**config.mk**
```make
export PLATFORM = sky130hd
export DESIGN_NAME = seq_alu
export DESIGN_NICKNAME = d
export VERILOG_FILES = /design/src/rtl/alu_pkg.sv /design/src/rtl/alu_comb_unit.sv /design/src/rtl/seq_alu.sv
export SDC_FILE = /design/constraint.sdc
export NUM_CORES = 1
export LEC_CHECK = 0
export BUFFER_PORTS_ARGS = -buffer_cell sky130_fd_sc_hd__buf_4
export CAP_MARGIN = 25
export CORE_ASPECT_RATIO = 1.75
export CORE_UTILIZATION = 40
export DETAILED_ROUTE_END_ITERATION = 6
export SETUP_SLACK_MARGIN = 0.15
export SLEW_MARGIN = 20
export SYNTH_ARGS = -nofsm -noshare
export SYNTH_HDL_FRONTEND = slang
export SYNTH_SLANG_ARGS = --single-unit
```
**constraint.sdc**
```tcl
create_clock -name clk -period 3.01 [get_ports clk]
set_input_delay 0.4515 -clock clk [delete_from_list [all_inputs] [get_ports clk]]
set_output_delay 0.4515 -clock clk [all_outputs]
set_load 0.01 [all_outputs]
```
**src/rtl/alu_pkg.sv**
```systemverilog
// Shared opcode and FSM state encodings for the sequential ALU.
package alu_pkg;

  typedef enum logic [2:0] {
    OP_ADD = 3'b000,
    OP_SUB = 3'b001,
    OP_AND = 3'b010,
    OP_OR  = 3'b011,
    OP_XOR = 3'b100,
    OP_SHL = 3'b101,
    OP_SHR = 3'b110,
    OP_MUL = 3'b111
  } alu_op_e;

  typedef enum logic [1:0] {
    ST_IDLE = 2'b00,
    ST_RUN  = 2'b01,
    ST_DONE = 2'b10
  } alu_state_e;

  function automatic logic is_shift(input alu_op_e op);
    return (op == OP_SHL) || (op == OP_SHR);
  endfunction

endpackage

```
**src/rtl/alu_comb_unit.sv**
```systemverilog
// Combinational add/sub/logic slice: result, carry-out and signed overflow.
module alu_comb_unit
  import alu_pkg::*;
#(
  parameter int WIDTH = 8
) (
  input  alu_op_e          i_op,
  input  logic [WIDTH-1:0] i_a,
  input  logic [WIDTH-1:0] i_b,
  input  logic             i_cin,
  output logic [WIDTH-1:0] o_res,
  output logic             o_carry,
  output logic             o_ovf
);

  logic [WIDTH:0] w_sum;
  logic [WIDTH:0] w_diff;
  logic           w_sa;
  logic           w_sb;

  // Bit WIDTH of the difference is the borrow for SUB.
  assign w_sum  = {1'b0, i_a} + {1'b0, i_b} + {{WIDTH{1'b0}}, i_cin};
  assign w_diff = {1'b0, i_a} - {1'b0, i_b} + {{WIDTH{1'b0}}, i_cin};
  assign w_sa   = i_a[WIDTH-1];
  assign w_sb   = i_b[WIDTH-1];

  always_comb begin
    o_res   = '0;
    o_carry = i_cin;
    o_ovf   = 1'b0;
    case (i_op)
      OP_ADD: begin
        o_res   = w_sum[WIDTH-1:0];
        o_carry = w_sum[WIDTH];
        o_ovf   = (w_sa == w_sb) && (w_sum[WIDTH-1] != w_sa);
      end
      OP_SUB: begin
        o_res   = w_diff[WIDTH-1:0];
        o_carry = w_diff[WIDTH];
        o_ovf   = (w_sa != w_sb) && (w_diff[WIDTH-1] != w_sa);
      end
      OP_AND:  o_res = i_a & i_b;
      OP_OR:   o_res = i_a | i_b;
      OP_XOR:  o_res = i_a ^ i_b;
      default: o_res = '0;
    endcase
  end

endmodule

```
**src/rtl/seq_alu.sv**
```systemverilog
// Handshaked ALU: single-cycle add/sub/logic, bit-serial shifts, shift-add multiply.
// state | meaning
// IDLE  | in_ready high, capture operation on in_valid
// RUN   | one shift or multiply step per cycle, count down to 0
// DONE  | out_valid high, result held until out_ready
module seq_alu
  import alu_pkg::*;
#(
  parameter int WIDTH  = 8,
  parameter bit MUL_EN = 1'b1
) (
  input  logic             clk,
  input  logic             rst_n,
  input  logic             in_valid,
  output logic             in_ready,
  input  logic [2:0]       fun,
  input  logic [WIDTH-1:0] a,
  input  logic [WIDTH-1:0] b,
  input  logic             cin,
  output logic             out_valid,
  input  logic             out_ready,
  output logic [WIDTH-1:0] out,
  output logic             cout,
  output logic             zero,
  output logic             negative,
  output logic             overflow
);

  localparam int SHW  = $clog2(WIDTH);
  localparam int CNTW = SHW + 1;

  alu_state_e         r_state;
  alu_state_e         w_state_nxt;
  alu_op_e            r_fun;
  alu_op_e            w_op;
  logic [WIDTH-1:0]   r_a;
  logic [2*WIDTH-1:0] r_acc;
  logic [CNTW-1:0]    r_cnt;
  logic [WIDTH-1:0]   r_out;
  logic               r_cout;
  logic               r_zero;
  logic               r_neg;
  logic               r_ovf;

  logic               w_accept;
  logic               w_multi;
  logic               w_run_last;
  logic               w_fun_shift;
  logic [SHW-1:0]     w_shamt;
  logic [WIDTH-1:0]   w_cu_res;
  logic               w_cu_carry;
  logic               w_cu_ovf;
  logic [WIDTH-1:0]   w_one_res;
  logic               w_one_cout;
  logic               w_one_ovf;
  logic [WIDTH-1:0]   w_sh_val;
  logic               w_sh_bit;
  logic [WIDTH:0]     w_mul_add;
  logic [2*WIDTH-1:0] w_mul_acc;
  logic [WIDTH-1:0]   w_run_res;
  logic               w_run_cout;

  assign w_op       = alu_op_e'(fun);
  assign w_shamt    = b[SHW-1:0];
  assign w_accept   = in_valid && (r_state == ST_IDLE);
  assign w_multi    = (is_shift(w_op) && (w_shamt != '0)) || ((w_op == OP_MUL) && MUL_EN);
  assign w_run_last = (r_cnt == CNTW'(1));

  alu_comb_unit #(.WIDTH(WIDTH)) u_comb (
    .i_op   (w_op),
    .i_a    (a),
    .i_b    (b),
    .i_cin  (cin),
    .o_res  (w_cu_res),
    .o_carry(w_cu_carry),
    .o_ovf  (w_cu_ovf)
  );

  always_comb begin
    w_one_res  = w_cu_res;
    w_one_cout = w_cu_carry;
    w_one_ovf  = w_cu_ovf;
    case (w_op)
      OP_SHL, OP_SHR: begin
        w_one_res  = a;
        w_one_cout = cin;
        w_one_ovf  = 1'b0;
      end
      OP_MUL: begin
        w_one_res  = '0;
        w_one_cout = 1'b0;
        w_one_ovf  = 1'b0;
      end
      default: ;
    endcase
  end

  // Multiplier sits in the low half of r_acc and is consumed LSB first.
  assign w_fun_shift = is_shift(r_fun);
  assign w_sh_val    = (r_fun == OP_SHL) ? {r_a[WIDTH-2:0], 1'b0} : {1'b0, r_a[WIDTH-1:1]};
  assign w_sh_bit    = (r_fun == OP_SHL) ? r_a[WIDTH-1] : r_a[0];
  assign w_mul_add   = {1'b0, r_acc[2*WIDTH-1:WIDTH]} + (r_acc[0] ? {1'b0, r_a} : '0);
  assign w_mul_acc   = {w_mul_add, r_acc[WIDTH-1:1]};
  assign w_run_res   = w_fun_shift ? w_sh_val : w_mul_acc[WIDTH-1:0];
  assign w_run_cout  = w_fun_shift ? w_sh_bit : |w_mul_acc[2*WIDTH-1:WIDTH];

  always_ff @(posedge clk or negedge rst_n) begin
    if (!rst_n) r_state <= ST_IDLE;
    else        r_state <= w_state_nxt;
  end

  always_comb begin
    w_state_nxt = r_state;
    case (r_state)
      ST_IDLE: if (in_valid)   w_state_nxt = w_multi ? ST_RUN : ST_DONE;
      ST_RUN:  if (w_run_last) w_state_nxt = ST_DONE;
      ST_DONE: if (out_ready)  w_state_nxt = ST_IDLE;
      default: w_state_nxt = ST_IDLE;
    endcase
  end

  always_ff @(posedge clk or negedge rst_n) begin
    if (!rst_n) begin
      r_fun  <= OP_ADD;
      r_a    <= '0;
      r_acc  <= '0;
      r_cnt  <= '0;
      r_out  <= '0;
      r_cout <= 1'b0;
      r_zero <= 1'b0;
      r_neg  <= 1'b0;
      r_ovf  <= 1'b0;
    end else if (w_accept) begin
      r_fun <= w_op;
      r_a   <= a;
      r_acc <= {{WIDTH{1'b0}}, b};
      r_cnt <= (w_op == OP_MUL) ? CNTW'(WIDTH) : CNTW'(w_shamt);
      if (!w_multi) begin
        r_out  <= w_one_res;
        r_cout <= w_one_cout;
        r_zero <= (w_one_res == '0);
        r_neg  <= w_one_res[WIDTH-1];
        r_ovf  <= w_one_ovf;
      end
    end else if (r_state == ST_RUN) begin
      r_cnt <= r_cnt - CNTW'(1);
      if (w_fun_shift) r_a   <= w_sh_val;
      else             r_acc <= w_mul_acc;
      if (w_run_last) begin
        r_out  <= w_run_res;
        r_cout <= w_run_cout;
        r_zero <= (w_run_res == '0);
        r_neg  <= w_run_res[WIDTH-1];
        r_ovf  <= 1'b0;
      end
    end
  end

  assign in_ready  = (r_state == ST_IDLE);
  assign out_valid = (r_state == ST_DONE);
  assign out       = r_out;
  assign cout      = r_cout;
  assign zero      = r_zero;
  assign negative  = r_neg;
  assign overflow  = r_ovf;

endmodule

```
==> results of run 1 <==
[per-stage QoR]
| step | power (uW) | area, um2 |
|---|---|---|
| after floorplan | 2660 | 4310 |
| after CTS | 4080 | 5000 |
| after global routing | 4420 | 5030 |
| after detailed placement | 3380 | 4810 |
| final | 4100 | 5030 |
| after global placement | 3320 | 4810 |
[per-layer routing]
metal | share of wire | track usage | wire (um)
met1 | 0.38 | 0.274 | 5010
met3 | 0.029 | 0.0210 | 378
met4 | 0.051 | 0.143 | 682
met2 | 0.54 | 0.448 | 7170
met5 | 0 | 0 | 0
[power breakdown]
part | switching, uW | internal, uW
sequential | 328 | 847
combinational | 1300 | 947
clock | 243 | 438
[state kept, by name (all words and copies together), names as in the netlist]
signal,count
r_cnt,4
r_state,2
cout,1
zero,1
overflow,1
r_acc,16
r_a,8
out,8
r_fun,3
[area by class of cell]
type,instances,area [um2],area share
clock buffer,7,153,0.0304
clock inverter,1,30.0,0.00597
inverter,39,146,0.0291
multi-input combinational,447,2950,0.587
sequential,44,1100,0.219
tap,127,159,0.0316
timing repair buffer,65,488,0.0970
[critical path, stage by stage, from the launching register on]
cell and delay [ns]:
dfrtp_2 0.43, and2_1 0.20, ha_1 0.22, fa_1 0.43
a21oi_2 0.22, o21bai_1 0.10, xor2_1 0.17, nor4b_2 0.34
and3_1 0.20, a311o_1 0.22, a21oi_1 0.08
[path summary, 6_finish.rpt]
| kind | endpoint | cells after the start | slack (ns) | startpoint |
|---|---|---|---|---|
| max | cout$_DFFE_PN0P_ | 10 | 0.29 | r_acc[0]$_DFFE_PN0P_ |
| min | r_cnt[1]$_DFFE_PN0P_ | 1 | 0.15 | rst_n |
| max reg2reg | cout$_DFFE_PN0P_ | 10 | 0.29 | r_acc[0]$_DFFE_PN0P_ |
| min reg2reg | out[3]$_DFFE_PN0P_ | 2 | 0.49 | out[3]$_DFFE_PN0P_ |
| max in group asynchronous | r_acc[0]$_DFFE_PN0P_ | 1 | 2.43 | rst_n |
| min in group clk | r_state[1]$_DFFE_PN0P_ | 2 | 0.32 | out_ready |
[repair_timing]
item,CTS,global route
setup buffers,0,1
hold buffers,0,0
pin swaps,0,1
gates resized for setup,1,5
setup endpoints to repair,1,1
[placed cells by master (no fill, tap or decap), types with 4 or more instances in the layout]
master,count
nand3b_1,6
a311o_1,5
clkbuf_16,5
a31oi_1,8
nand2b_1,15
buf_4,65
a21oi_1,55
ha_1,42
inv_1,38
and2_1,9
xor2_1,6
mux2i_1,7
nor2b_1,7
a211oi_1,8
o21ai_0,18
o21ai_1,27
o311ai_0,4
a21o_1,6
a222oi_1,4
nand3_1,13
nor2_1,54
xnor2_1,9
o22ai_1,7
a221oi_1,5
nor3_1,10
o21a_1,7
nand2_1,61
dfrtp_1,43
a22oi_1,5
[cells by family (layout without fill, tap and decap cells)]
family / Yosys count / after routing / share of synthesized area
AOI/OAI and AO/OA: 185 / 185 / 0.272
xor gates and xnor gates: 15 / 15 / 0.0305
adders and majority gates: 46 / 46 / 0.140
buffers and inverters: 70 / 112 / 0.0656
DFF: 44 / 44 / 0.255
muxes: 10 / 10 / 0.0241
and+or+nand+nor: 191 / 191 / 0.212
==> summary.md, run 1 <==
| Metric | Value |
|---|---|
| Status | completed |
| FILL cells | 1029 |
| Post-synth top cells | nand2_1 (61), a21oi_1 (56), nor2_1 (54) |
| Die W | 80.5 um |
| Final setup viols | 0 |
| Cells after Synth | 561 |
| Setup Skew | 0.00607 ns |
| Crit Path Class | reg -> reg |
| Least-Margin Pin Slew | 1.02 ns |
| Vias in the first global route | 4274 |
| Total I/O pin count | 38 |
| Largest net degree at the start of global routing | 47 |
| RSZ-0062 raised after global routing | false |
| Hold crit path type | in -> async |
| Clock slew at reported path FFs | around 0.070 ns |
| Asr flop ratio synth | 1.00 |
| Leak Pwr | approximately 0.0023 uW |
| WP data arrival | around 2.9 ns |
| Sequential area share after synthesis | 0.255 |
| Final Hold Viols | 0 |
| Initial Utilization | 0.416 |
| Diodes inserted | 0 |
| Post-synthesis register bit count | 44 |
| Die height | between 100 and 150 um |
| Top-count cell post-synth | nand2_1 |
| Critical path required time | between 3 and 4 ns |
| Total CTS buffers | 5 |
| GRT Total Usage | 0.248 |
| Critical Path End Type | flop |
| Synthesized area per cell | 7.68 um2 |
| Synth Warn # | 0 |
| Vias | 4267 |
| GRT overflow | 0 |
| Period minus WS final | 2.72 ns |
| PwrDens | 815 nW/um2 |
| Drt first pass iters | 5 |
| Max_cap viols | 0 |
| Synth-to-Final Area Change | 16.7% |
| Max-slew violations | 0 |
| Placed cells | 721 |
| Layout cells sized above 1 | 0.143 |
| Post-synth net total | 631 |
| Final net count | between 600 and 700 |
| Cell Area, Synth | 4310 um2 |
| Ranking of synthesized cells by area | dfrtp_1 (26%), ha_1 (12%), a21oi_1 (6.5%), nand2_1 (5.3%), nor2_1 (4.7%) |
| Remaining DRCs | 0 |
| Row Count | 49 |
| HPWL after detailed placement | around 10000 um |
| Core footprint | just over 10000 um2 |
| Clock sinks | 44 |
| Initial antenna violation count | 0 |
| CTS root buf | clkbuf_16 |
| CTS tree | yes |
| Smallest hold slack | 0.153 ns |
| Post-synth EDFFs | 0 |
| Final worst setup slack | 0.287 ns |
| Util after Layout | 0.485 |
| Post-synth top area cell | dfrtp_1 |
| Post-synth top area share | 0.255 |
| Crit share post-route | 0.905 |
| Dpl ws | -0.0749 ns |
| First-pass GRT wire length | around 21000 um |
| Skew-Pair Late Insertion Delay | roughly 0.29 ns |
| Post-synth cell types | 65 |
| Startpoint Class | flop |
| DRT Wirelength | between 10000 and 15000 um |
| Max-Slew Margin vs Limit | 0.320 |
| Setup TNS | 0 ns |
| Worst Path Max Fanout | 6 |
| Post-route insts no fill | 730 |
| Htree depth | 2 |
| Placer Congestion | about 0.94 |
| Die area | 11200 um2 |
| Peak supply drop | roughly 0.31 mV |
| DR WL/cell | 18.1 um |
| Vias per inst | 5.85 |
| Post-route ant nets | 0 |
| CTS Buffer Depth | 2 |
| I/O Buffers | 37 |
| FMAX | 367 MHz |
| Initial DRC Count | between 300 and 400 |
| Most used DFF post-synth | dfrtp_1 |
Note: power is estimated with default switching activity, not from simulation.
==> run 2: changes to the inputs <==
- PLACE_DENSITY: default -> 0.64
==> run 2 against run 1 <==
Die area did not move. Largest power group unchanged. Sequential power about the same. Global-route usage down 0.46 points. Clock-buffer cell count is 2 lower. Critical path type is now in -> reg. Critical endpoint unchanged. Maximum frequency increased by 0.90%. Clock skew rose by 0.0016 ns. Via count rose by 0.37%. Total power fell by 1.3%. Final cell count shrank 1.1%. Hold slack worse by 0.0038 ns.
==> summary.md, run 2 (same netlist as run 1, synthesis figures left out) <==
| Metric | Value |
|---|---|
| Status | completed |
| Remaining DRCs | 0 |
| Final Hold Viols | 0 |
| Met3 Usage GRT | 0.0210 |
| Total I/O pin count | 38 |
| Final setup viols | 0 |
| Initial Utilization | 0.416 |
| DRT Wirelength | 13100 um |
| Die W | ~80 um |
| Synth-to-Final Area Change | 14.7% |
| RSZ-0062 raised after global routing | false |
| # hold bufs at CTS | 0 |
| Worst Path Max Fanout | 2 |
| Skew-Pair Late Insertion Delay | 0.29 ns |
| Least-Margin Pin Slew | 0.600 ns |
| CTS tree | yes |
| Placer Congestion | about 0.95 |
| Diodes inserted | 0 |
| Met2 usage | 0.455 |
| Largest net degree at the start of global routing | 47 |
| Layer with the highest usage | met2 |
| Die height | between 100 and 150 um |
| CTS root buf | clkbuf_16 |
| Util after Layout | 0.477 |
| Placed cells | 714 |
| Clock slew at reported path FFs | ~0.07 ns |
| Max_cap viols | 0 |
| Setup Skew | 0.00769 ns |
| Reg2reg end | cout$_DFFE_PN0P_ |
| PostCTS Resize Cnt | 0 |
| Vias in the first global route | 4222 |
| Startpoint Class | primary input |
| Die area | about 11000 um2 |
| Htree depth | 2 |
| Drt first pass iters | 5 |
| Final net count | 664 |
| FMAX | 371 MHz |
| Reg with most FFs | r_acc |
| HPWL after detailed placement | 10200 um |
| Flip-flop count of the largest register after layout | 16 |
| Initial antenna violation count | 0 |
| I/O Buffers | 37 |
| Most common cell after layout, fill and taps aside | nand2_1 |
| GRT overflow | 0 |
| Worst R2R Setup Slack | 0.32 ns |
| GRT Total Usage | 0.244 |
| RR Startpoint | r_acc[0]$_DFFE_PN0P_ |
| CTS Buffer Depth | 2 |
| Vias per inst | 5.93 |
| Peak supply drop | 0.318 mV |
| Hold crit path type | in -> async |
| Critical Path End Type | flop |
| Layout cells sized above 1 | 0.124 |
| PwrDens | between 800 and 900 nW/um2 |
| Leak Pwr | 0.00230 uW |
| Max-slew violations | 0 |
| Most frequent cells in the layout | nand2_1 (61), buf_4 (57), a21oi_1 (56) |
| Worst reg2reg path depth | 10 |
| Row Count | 49 |
| Crit Path Class | in -> reg |
| Core footprint | roughly 10000 um2 |
| Post-route ant nets | 0 |
| Vias | 4283 |
| Clock sinks | 44 |
| Post-CTS Setup Repair Bufs | 0 |
| Post-route insts no fill | 722 |
| First-pass GRT wire length | approximately 21000 um |
| Initial DRC Count | roughly 360 |
| Crit share post-route | 0.897 |
| DR WL/cell | 18.2 um |
| Max-Slew Margin vs Limit | 0.597 |
| Period minus WS final | around 2.7 ns |
| Total CTS buffers | 5 |
| Global-route met1 utilization | 0.251 |
| Critical path required time | 3.19 ns |
| WP data arrival | 2.88 ns |
==> run 2: worst max-delay path, cell delays in order <==
cell      delay (ns)
buf_4           0.08
inv_1           0.05
ha_1            0.26
inv_1           0.04
ha_1            0.20
fa_1            0.39
a211oi_1        0.24
nor2_1          0.10
or4_1           0.40
a31oi_1         0.20
xor2_1          0.09
a311oi_1        0.27
a21oi_1         0.11
==> run 2: worst max path at each step <==
stage | from | to | slack (ns) | cells after the start
2_1_floorplan | cin | cout$_DFFE_PN0P_ | 0.16 | 12
3_3_place_gp | cin | cout$_DFFE_PN0P_ | 0.008 | 13
3_5_place_dp | cin | cout$_DFFE_PN0P_ | -0.004 | 13
4_1_cts | r_acc[0]$_DFFE_PN0P_ | cout$_DFFE_PN0P_ | 0.23 | 10
5_1_grt | cin | cout$_DFFE_PN0P_ | 0.17 | 13
6_report | cin | cout$_DFFE_PN0P_ | 0.31 | 13
==> run 2: final cells by class <==
cell class | instances | area [um2]
well taps | 127 | 159
repair buffers | 57 | 428
inverters | 39 | 146
clock buffers | 5 | 125
clock inverters | 3 | 46.3
multi-input cells | 447 | 2940
fillers | 1062 | 5420
flip-flops and latches | 44 | 1100
==> run 2: metrics by stage <==
step	TNS (ns)	setup WS [ns]	cell area [um2]	power (uW)	hold slack, ns
floorplan	0	0.164	4310	2660	0.156
global placement	0	0.00778	4760	3310	0.472
detailed placement	-0.00439	-0.00439	4760	3370	0.477
CTS	0	0.230	4930	4030	0.184
global route	0	0.171	4940	4340	0.196
finish	0	0.311	4940	4050	0.149
==> run 2: per-layer routing <==
layer | up-vias | wire [um]
li1 | 2062 | -
met1 | 2048 | 4740
met2 | 135 | 7320
met3 | 38 | 396
met4 | 0 | 666
met5 | - | 0
==> run 2: power by group <==
part	internal (uW)	switching [uW]	leakage (uW)
clock	395	247	0.0000804
combinational	937	1280	0.00166
sequential	845	342	0.000556
==> run 3: changes to the inputs <==
- clock period: 3.01 -> 3 ns (I/O delays scaled with it)
==> run 3 against run 2 <==
Total power about the same. Highest routed layer unchanged. Non-clock buffer count is the same. Sequential share of layout area about the same.
==> summary.md, run 3 (same netlist as run 1, synthesis figures left out) <==
| Metric | Value |
|---|---|
| Total I/O pin count | 38 |
| DRT Wirelength | 13000 um |
| Drt first pass iters | 7 |
| CP bufs+invs | 3 |
| Final setup viols | 0 |
| Largest net degree at the start of global routing | 47 |
| Final Hold Viols | 0 |
| Layout cells sized above 1 | 0.129 |
| Critical Path End Type | flop |
| RSZ-0062 raised after global routing | false |
| Vias per inst | 5.89 |
| Crit-path slowest cell | fa_1 |
| Clock slew at reported path FFs | 0.07 ns |
| Setup TNS | 0 ns |
| WP data arrival | 2.85 ns |
| GRT overflow | 0 |
| Post-route ant nets | 0 |
| Total Power | 4040 uW |
| DR WL/cell | 17.9 um |
| Flip-flop count of the largest register after layout | 16 |
| Die height | roughly 140 um |
| Util after Layout | 0.478 |
| Row Count | between 40 and 50 |
| Hold crit path type | in -> async |
| Critical Path Max Stage Delay | 0.43 ns |
| Crit share post-route | 0.888 |
| PostCTS Resize Cnt | 0 |
| Synth-to-Final Area Change | 14.9% |
| CTS Buffer Depth | 2 |
| Startpoint Class | primary input |
| I/O Buffers | 37 |
| Worst-path cell chain | buf_4 -> buf_4 -> fa_1 -> inv_1 -> fa_1 -> nor2b_1 -> o31ai_1 -> a21oi_1 -> a2111oi_2 -> a211oi_1 -> a311oi_1 -> a21oi_1 |
| # hold bufs at CTS | 0 |
| Peak supply drop | between 0.3 and 0.4 mV |
| Initial Utilization | 0.416 |
| Post-CTS Setup Repair Bufs | 0 |
| Dpl ws | -0.0597 ns |
| Htree depth | 2 |
| Core footprint | ~10000 um2 |
| Die W | slightly above 80 um |
| Vias | approximately 4.3k |
| Period minus WS final | approximately 2.7 ns |
| Status | completed |
| Leak Pwr | 0.00230 uW |
| Setup Skew | ~0.007 ns |
| Placed cells | just over 700 |
| Reg with most FFs | r_acc |
| Skew-Pair Late Insertion Delay | around 0.30 ns |
| First-pass GRT wire length | 20500 um |
| CTS root buf | clkbuf_16 |
| Most common cell after layout, fill and taps aside | nand2_1 |
| Final net count | 664 |
| Worst Path Max Fanout | 6 |
| Remaining DRCs | 0 |
| FMAX | around 380 MHz |
| Vias in the first global route | 4160 |
| Crit Path Class | in -> reg |
| Placer Congestion | 0.941 |
| Initial antenna violation count | 0 |
| GRT Total Usage | 0.240 |
| Least-Margin Pin Slew | roughly 0.63 ns |
| CTS tree | yes |
| Initial DRC Count | ~380 |
| PwrDens | 817 nW/um2 |
| Die area | about 11000 um2 |
| Total CTS buffers | 5 |
| Max_cap viols | 0 |
| Final worst setup slack | 0.335 ns |
| Post-route insts no fill | between 700 and 800 |
| HPWL after detailed placement | 10000 um |
| Diodes inserted | 0 |
| Max-slew violations | 0 |
| Clock sinks | 44 |
| Critical path required time | 3.18 ns |
| Most frequent cells in the layout | nand2_1 (61), buf_4 (57), a21oi_1 (55) |
| Largest delay share family, worst path | compound AO/OA/AOI/OAI gates |
| Max-Slew Margin vs Limit | 0.574 |
## run 3: changes by cell type in the layout (fill, tap and decap cells not counted), sizes merged
cell	change
clkinv	+1
inv	-1
## run 3: metrics by stage
step,area (um2),hold slack (ns)
finish,4950,0.151
detailed placement,4760,0.481
floorplan,4310,0.154
global route,4950,0.197
global placement,4760,0.473
CTS,4930,0.178
## run 3: cell type report
cell class	count	area [um2]
Sequential cell	44	1100
Tap cell	127	159
Clock buffer	5	125
Inverter	39	146
Timing Repair Buffer	57	428
Clock inverter	3	42.5
Fill cell	1028	5410
Multi-Input combinational cell	447	2950
## run 3: layer usage
metal  global-route usage  wire length [um]  vias to the layer above
met5                    0                 0                        -
met4                0.141               661                        0
met3               0.0223               370                       42
met2                0.450              7060                      125
met1                0.248              4870                     2014
li1                     -                 -                     2072
## run 3: final timing paths
kind / cells past startpoint / to / slack (ns) / startpoint
max in group asynchronous: 1 / r_acc[14]$_DFFE_PN0P_ / 2.44 / rst_n
max reg2reg: 10 / cout$_DFFE_PN0P_ / 0.36 / r_acc[0]$_DFFE_PN0P_
min reg2reg: 2 / out[3]$_DFFE_PN0P_ / 0.50 / out[3]$_DFFE_PN0P_
min in group clk: 2 / r_state[1]$_DFFE_PN0P_ / 0.32 / out_ready
min: 1 / r_state[1]$_DFFE_PN0P_ / 0.15 / rst_n
max: 12 / cout$_DFFE_PN0P_ / 0.33 / b[0]
## run 3: where the power goes
part / internal, uW / switching (uW)
sequential: 848 / 348
combinational: 943 / 1270
clock: 392 / 248
